`src/rtl/dtr_pkg.sv`:
```
// Shared definitions for the DTR reset-request protocol: state encoding,
// default pulse timing and the counter-width helper used by generator and detector.
package dtr_pkg;

  typedef enum logic [1:0] {
    ST_IDLE = 2'd0,
    ST_LOW  = 2'd1,
    ST_HOLD = 2'd2,
    ST_RSVD = 2'd3
  } dtr_state_t;

  localparam int DTR_LOW_CYCLES_DEF     = 16;
  localparam int DTR_HOLDOFF_CYCLES_DEF = 16;

  // Width needed to hold the larger of the two phase lengths.
  function automatic int dtr_cnt_width(input int low_cycles, input int hold_cycles);
    int longest;
    longest = (low_cycles > hold_cycles) ? low_cycles : hold_cycles;
    return $clog2(longest + 1);
  endfunction

endpackage

```
`src/rtl/dtr_cycle_counter.sv`:
```
// Loadable down-counter for the DTR phase timers; decrement saturates at zero
// so a late decrement request can never wrap the count.
module dtr_cycle_counter #(
  parameter int CNT_W = 5
) (
  input  logic             clk,
  input  logic             reset_n,
  input  logic             i_load,
  input  logic [CNT_W-1:0] i_load_val,
  input  logic             i_dec,
  output logic             o_zero
);

  logic [CNT_W-1:0] r_cnt;

  always_ff @(posedge clk) begin
    if (!reset_n) begin
      r_cnt <= '0;
    end else if (i_load) begin
      r_cnt <= i_load_val;
    end else if (i_dec && (r_cnt != '0)) begin
      r_cnt <= r_cnt - CNT_W'(1);
    end
  end

  assign o_zero = (r_cnt == '0);

endmodule

```
`src/rtl/dtr_pulse_gen.sv`:
```
// DTR reset-request transmitter: each accepted request drives dtr_out low for
// LOW_CYCLES, then enforces HOLDOFF_CYCLES of high before the next pulse.
module dtr_pulse_gen
  import dtr_pkg::*;
#(
  parameter int LOW_CYCLES     = DTR_LOW_CYCLES_DEF,
  parameter int HOLDOFF_CYCLES = DTR_HOLDOFF_CYCLES_DEF,
  parameter int CNT_W          = dtr_cnt_width(LOW_CYCLES, HOLDOFF_CYCLES)
) (
  input  logic clk,
  input  logic reset_n,
  input  logic req,
  output logic dtr_out,
  output logic ack,
  output logic busy,
  output logic done,
  output logic dropped
);

  localparam logic [CNT_W-1:0] LOW_LOAD  = CNT_W'(LOW_CYCLES - 1);
  localparam logic [CNT_W-1:0] HOLD_LOAD = CNT_W'(HOLDOFF_CYCLES - 1);

  dtr_state_t       r_state;
  dtr_state_t       w_state_next;
  logic             r_pending;
  logic             w_pending_next;
  logic             r_dropped;
  logic             w_dropped_next;
  logic             r_dtr_out;
  logic             r_ack;
  logic             r_done;
  logic             r_busy;
  logic             w_ack_next;
  logic             w_done_next;
  logic             w_busy_next;
  logic             w_cnt_load;
  logic [CNT_W-1:0] w_cnt_load_val;
  logic             w_cnt_dec;
  logic             w_cnt_zero;

  dtr_cycle_counter #(
    .CNT_W (CNT_W)
  ) u_cnt (
    .clk        (clk),
    .reset_n    (reset_n),
    .i_load     (w_cnt_load),
    .i_load_val (w_cnt_load_val),
    .i_dec      (w_cnt_dec),
    .o_zero     (w_cnt_zero)
  );

  always_comb begin
    w_state_next   = r_state;
    w_pending_next = r_pending;
    w_dropped_next = r_dropped;
    w_ack_next     = 1'b0;
    w_done_next    = 1'b0;
    w_cnt_load     = 1'b0;
    w_cnt_load_val = LOW_LOAD;
    w_cnt_dec      = 1'b0;

    case (r_state)
      ST_IDLE: begin
        if (req) begin
          w_state_next   = ST_LOW;
          w_cnt_load     = 1'b1;
          w_cnt_load_val = LOW_LOAD;
          w_ack_next     = 1'b1;
        end
      end

      ST_LOW: begin
        w_cnt_dec = 1'b1;
        if (w_cnt_zero) begin
          w_state_next   = ST_HOLD;
          w_cnt_load     = 1'b1;
          w_cnt_load_val = HOLD_LOAD;
        end
        if (req) begin
          if (r_pending) w_dropped_next = 1'b1;
          else           w_pending_next = 1'b1;
        end
      end

      ST_HOLD: begin
        w_cnt_dec = 1'b1;
        if (w_cnt_zero) begin
          w_done_next = 1'b1;
          if (r_pending || req) begin
            // A buffered request launches now; a fresh req alongside it takes its slot.
            w_state_next   = ST_LOW;
            w_cnt_load     = 1'b1;
            w_cnt_load_val = LOW_LOAD;
            w_ack_next     = 1'b1;
            w_pending_next = r_pending && req;
          end else begin
            w_state_next = ST_IDLE;
          end
        end else if (req) begin
          if (r_pending) w_dropped_next = 1'b1;
          else           w_pending_next = 1'b1;
        end
      end

      default: begin
        w_state_next = ST_IDLE;
      end
    endcase

    // The done cycle still counts as busy so busy falls only after it.
    w_busy_next = (w_state_next != ST_IDLE) || w_pending_next || w_done_next;
  end

  always_ff @(posedge clk) begin
    if (!reset_n) begin
      r_state   <= ST_IDLE;
      r_pending <= 1'b0;
      r_dropped <= 1'b0;
      r_dtr_out <= 1'b1;
      r_ack     <= 1'b0;
      r_done    <= 1'b0;
      r_busy    <= 1'b0;
    end else begin
      r_state   <= w_state_next;
      r_pending <= w_pending_next;
      r_dropped <= w_dropped_next;
      r_dtr_out <= (w_state_next != ST_LOW);
      r_ack     <= w_ack_next;
      r_done    <= w_done_next;
      r_busy    <= w_busy_next;
    end
  end

  assign dtr_out = r_dtr_out;
  assign ack     = r_ack;
  assign busy    = r_busy;
  assign done    = r_done;
  assign dropped = r_dropped;

endmodule
```
`config.mk`:
```
export PLATFORM = sky130hd
export DESIGN_NAME = dtr_pulse_gen
export DESIGN_NICKNAME = d
export VERILOG_FILES = /design/src/rtl/dtr_pkg.sv /design/src/rtl/dtr_cycle_counter.sv /design/src/rtl/dtr_pulse_gen.sv
export SDC_FILE = /design/constraint.sdc
export NUM_CORES = 1
export LEC_CHECK = 0
export ABC_AREA = 1
export CORE_MARGIN = 5
export CORE_UTILIZATION = 40
export CTS_BUF_LIST = sky130_fd_sc_hd__clkbuf_16
export DETAILED_ROUTE_END_ITERATION = 12
export SLEW_MARGIN = 5
export SYNTH_ARGS = -nofsm -noshare
export SYNTH_HDL_FRONTEND = slang
export SYNTH_SLANG_ARGS = --single-unit
```
`constraint.sdc`:
```
create_clock -name clk -period 3.3 [get_ports clk]
set_clock_uncertainty 0.15 [all_clocks]
set_input_delay 0.66 -clock clk [delete_from_list [all_inputs] [get_ports clk]]
set_output_delay 0.66 -clock clk [all_outputs]
set_load 0.005 [all_outputs]
```
After elaboration in Yosys (flattened, before gate mapping) --
Index checks and enable logic that the tools add are counted.
Operators by class: add/sub/neg operators 1, eq/ne operators 4, mux-type cells 23, bitwise gates (word level) 1, reduce and logical (&&, ||, !) cells 14
Operators with widths (number):
- 1-bit 2-to-1 mux | 13
- 4-bit 2-to-1 mux | 2
- 2-bit 2-to-1 mux | 3
- 1-bit case mux with 2 select lines | 3
- 2-bit case mux with 3 select lines | 1
- 2-bit nonzero test | 3
- 5-bit logical NOT | 1
- 5-bit nonzero test | 1
- 5-bit by 1-bit subtractor with 5-bit output (second input constant) | 1
- 2-bit OR reduction | 2
- 1-bit logical OR | 3
- 1-bit case mux with 3 select lines | 1
- 2-bit by 1-bit equality test with 1-bit output (second input constant) | 1
- 2-bit equality test (second input constant) | 1
- 1-bit logical AND | 2
- 2-bit logical NOT | 1
- 2-bit by 1-bit inequality test with 1-bit output (second input constant) | 1
- 2-bit inequality test (second input constant) | 1
- 2-bit AND reduction | 1
- 1-bit inverter | 1
Storage, ports and cells: register bits 13, output and inout bits 5

Logic depth before layout (Yosys ltp) --
depth in word-level cells 7, depth in mapped cells 11, gate-level depth less buffers 11

Hierarchy --
From an unflattened synthesis, not the netlist that was laid out.
Second synthesis, totals: cells, all modules 116, area, all modules 769.5 um^2
By module, submodules not included:
- dtr_pulse_gen | instances 1, cells an instance 58, area an instance 421.7 um^2, sequential area each 160.2 um^2
- dtr_cycle_counter | instances 1, cells an instance 58, area an instance 347.8 um^2, sequential area each 100.1 um^2

Worst setup path before layout --
OpenSTA, ideal clock, no wires.
path type register to register, start register r_state[0], end register u_cnt.r_cnt[2], setup time 0.128 ns, arrival time 1.268 ns, required time 3.022 ns, setup slack 1.754 ns, cell stages (with the launch flop) 10, path buffers 0, clock period less this slack 1.546 ns, cell sequence dfxtp_1 inv_1 ha_1 inv_1 a21oi_4 nand2_1 nand2_1 nand2_1 nor2_1 nor2_1
On the way: cells in the longest elaborated chain, start to end 5, elaborated cells between the ends (all ways) 9, those cells by class 2 x eq/ne; 3 x mux; 4 x reduce/logical
RTL lines:
- from (decl) | RTL line dtr_pulse_gen.sv:23 | dtr_state_t r_state;
- from (signal assigned) | RTL line dtr_pulse_gen.sv:124 | r_state <= w_state_next;
- 2-bit equality test or 2-bit by 1-bit equality test with 1-bit output (tied branches) | RTL line dtr_pulse_gen.sv:62 | case (r_state)
- 2-bit OR reduction (no line)
- 1-bit 2-to-1 mux | RTL line dtr_pulse_gen.sv:62
- 1-bit logical AND | RTL line dtr_cycle_counter.sv:21 | end else if (i_dec && (r_cnt != '0)) begin
- 2-bit nonzero test (no line)
- to (signal assigned) | RTL line dtr_cycle_counter.sv:20 | r_cnt <= i_load_val;
- to (signal assigned) | RTL line dtr_cycle_counter.sv:22 | r_cnt <= r_cnt - CNT_W'(1);
- to (decl) | RTL line dtr_cycle_counter.sv:14 | logic [CNT_W-1:0] r_cnt;
Several ways; a longest one is shown, not always the timed one. A chain may end at the register's enable or synchronous reset.

Worst setup path in the final report --
start register r_dropped, in the netlist dropped, end output dropped
RTL lines:
- from (decl) | RTL line dtr_pulse_gen.sv:27 | logic r_dropped;
- from (signal assigned) | RTL line dtr_pulse_gen.sv:126 | r_dropped <= w_dropped_next;
- to (decl) | RTL line dtr_pulse_gen.sv:17 | output logic dropped
No word-level cell between the ends.

==> impl_metrics.env <==
export IMPL_n_antenna_cell=0
export IMPL_overflow=0
export IMPL_finalNetCount=127
export IMPL_r2r_setup_slack_ns=1.58
export IMPL_die_h_um=54.3
export IMPL_finalHoldViolations=0
export IMPL_r2r_end="u_cnt.r_cnt[2]"
export IMPL_worstPathArrival_ns=1.05
export IMPL_routedWlPerCell_um=10.8
export IMPL_vias_per_cell=4.65
export IMPL_maxSlewViolCount=0
export IMPL_setup_worst_path_start="dropped"
export IMPL_cts_root_buf="clkbuf_16"
export IMPL_grt_max_degree=12
export IMPL_io_buffers=7
export IMPL_path_buf_inv=1
export IMPL_leakage_nw=0.444
export IMPL_cts_resized_gates=0
export IMPL_die_w_um=54.3
export IMPL_ir_drop_mv=0.451
export IMPL_crit_fanout=2
export IMPL_cp_start_kind="flop"
export IMPL_pin_count=8
export IMPL_cp_end_kind="output pin"
export IMPL_syn_instance_count=107
export IMPL_cts_setup_buffers=0
export IMPL_cap_viol_max_count=0
export IMPL_finalCoreUtilization=0.501
export IMPL_timing_rr_start="r_state[1]"
export IMPL_coreArea_mm2=0.00192
export IMPL_antenna_found_initial=0
export IMPL_clock_path_buffers=2
export IMPL_fillCellCount=203
export IMPL_rr_worst_depth=9
export IMPL_start_util=0.408
export IMPL_yosys_warnings=0
export IMPL_numCtsBuffers=3
export IMPL_p_per_area_mw_per_mm2=551
export IMPL_synth_avg_cell_area_um2=7.33
export IMPL_clock_fmax_ghz=0.537
export IMPL_dr_pass1_iters=4
export IMPL_slowest_delay_ns=0.49
export IMPL_holdBufCountCts=0
export IMPL_rows=16
export IMPL_wl_um=1560
export IMPL_relSlewSlack=0.779
export IMPL_vias=670
export IMPL_total_power_mw=0.531
export IMPL_cts_tree="yes"
export IMPL_endpoint="dropped"
export IMPL_cp_top_family="buffers and inverters"
export IMPL_cpMaxStageDelayCell="clkdlybuf4s50_1"
export IMPL_grt_pass1_wl_um=2800
export IMPL_worstMarginPinSlew_ns=0.331
export IMPL_dp_hpwl_um=1240
export IMPL_syn_cell_area_um2=785
export IMPL_drive_gt1_frac=0.231
export IMPL_grt_util_all_layers=0.135
export IMPL_clk_pin_slew_ns=0.04
export IMPL_finalCritPeriodShare=0.564
export IMPL_crit_required_ns=2.49
export IMPL_yosysSeqAreaShare=0.332
export IMPL_cts_sink_count=13
export IMPL_drcViolationCount=0
export IMPL_status="complete, no violations"
export IMPL_path_class="reg -> out"
export IMPL_final_setup_viol_count=0
export IMPL_areaGrowthSynthToFinish_pct=22.8
export IMPL_hold_class="reg -> reg"
export IMPL_path_cells="clkdlybuf4s50_1"
export IMPL_grt_pass1_vias=700
export IMPL_gp_congestion=0.796
export IMPL_ys_ff_latch=13
export IMPL_dieArea_mm2=0.00295
export IMPL_dpl_cell_area_um2=885
export IMPL_initialDrtViolationCount=10
export IMPL_rsz0062_at_grt="false"
export IMPL_syn_num_nets=116
export IMPL_finalCriticalPeriod_ns=1.86
export IMPL_insertion_delay_ns=0.24
export IMPL_final_area_um2=963
export IMPL_h_tree_depth=1
export IMPL_ys_types=19
export IMPL_tns_ns=0
export IMPL_cp_depth=1
export IMPL_antenna_left=0
==> cells by family after synthesis <==
logic type | after synthesis | share of synthesized area
AOI/OAI and AO/OA | 10 | 0.0829
DFF | 13 | 0.332
xor gates and xnor gates | 1 | 0.0112
adders and majority gates | 6 | 0.0957
buffers and inverters | 19 | 0.0909
and+or+nand+nor | 58 | 0.388
==> synth_stat cells <==
| cell type | instances | area share |
|---|---|---|
| nand2_1 | 17 | 0.081 |
| inv_1 | 14 | 0.067 |
| nor2_1 | 14 | 0.067 |
| dfxtp_1 | 13 | 0.33 |
| nand2_2 | 12 | 0.096 |
| a21oi_1 | 6 | 0.038 |
| ha_1 | 6 | 0.096 |
| nand4_1 | 5 | 0.040 |
| inv_2 | 4 | 0.019 |
| nand3_1 | 4 | 0.026 |
| nor2_4 | 3 | 0.043 |
| o21ai_0 | 2 | 0.013 |
| a21oi_2 | 1 | 0.011 |
| a21oi_4 | 1 | 0.021 |
| clkbuf_1 | 1 | 0.0048 |
| nand2_4 | 1 | 0.014 |
| nand3_2 | 1 | 0.013 |
| nor2_2 | 1 | 0.0080 |
| xor2_1 | 1 | 0.011 |
==> per-layer routing <==
layer	wire, µm	GRT usage	share of wire
met1	722	0.148	0.46
met2	713	0.221	0.46
met3	81	0.0463	0.052
met4	40	0.0871	0.026
met5	0	0	0
==> registers in the layout (all words and copies together) (netlist names) <==
register,count
r_pending,1
busy,1
r_state,2
dropped,1
dtr_out,1
u_cnt.r_cnt,5
done,1
ack,1
==> final cells by class <==
| cell class | count | area, µm² | area share |
|---|---|---|---|
| multi-input combinational | 75 | 453 | 0.470 |
| sequential | 13 | 260 | 0.270 |
| clock buffer | 3 | 75.1 | 0.0779 |
| timing repair buffer | 7 | 70.1 | 0.0727 |
| inverter | 18 | 67.6 | 0.0701 |
| tap | 27 | 33.8 | 0.0351 |
| clock inverter | 1 | 3.75 | 0.00390 |
==> how the worst min path moves through the flow <==
stage            start      end  cells after the start
2_1_floorplan  dropped  dropped                      2
3_3_place_gp   dropped  dropped                      2
3_5_place_dp   dropped  dropped                      2
4_1_cts        dropped  dropped                      2
5_1_grt        dropped  dropped                      2
6_report       dropped  dropped                      2
==> placed cells by master, fill, tap and decap left out <==
master and instances:
a21oi_1 6, a21oi_2 1, a21oi_4 1, clkbuf_16 3, clkdlybuf4s50_1 7, dfxtp_1 13, ha_1 6, inv_1 15
inv_2 4, nand2_1 17, nand2_2 12, nand2_4 1, nand3_1 4, nand3_2 1, nand4_1 5, nor2_1 14
nor2_2 1, nor2_4 3, o21ai_0 2, xor2_1 1
==> power by group <==
group / leakage (nW) / internal (mW) / total [mW] / switching, mW
clock: 0.0423 / 0.160 / 0.226 / 0.0662
combinational: 0.295 / 0.0473 / 0.123 / 0.0759
sequential: 0.107 / 0.171 / 0.182 / 0.0110
total: 0.444 / 0.378 / 0.531 / 0.153
==> per-stage QoR <==
step / hold slack, ns / worst slack, ns / instances
2_1_floorplan: 0.297 / 1.75 / 107
3_3_place_gp: 0.289 / 1.24 / 140
3_5_place_dp: 0.298 / 1.23 / 140
4_1_cts: 0.305 / 1.43 / 144
5_1_grt: 0.342 / 1.34 / 144
6_report: 0.303 / 1.44 / 144
(Power assumes the default switching activity.)
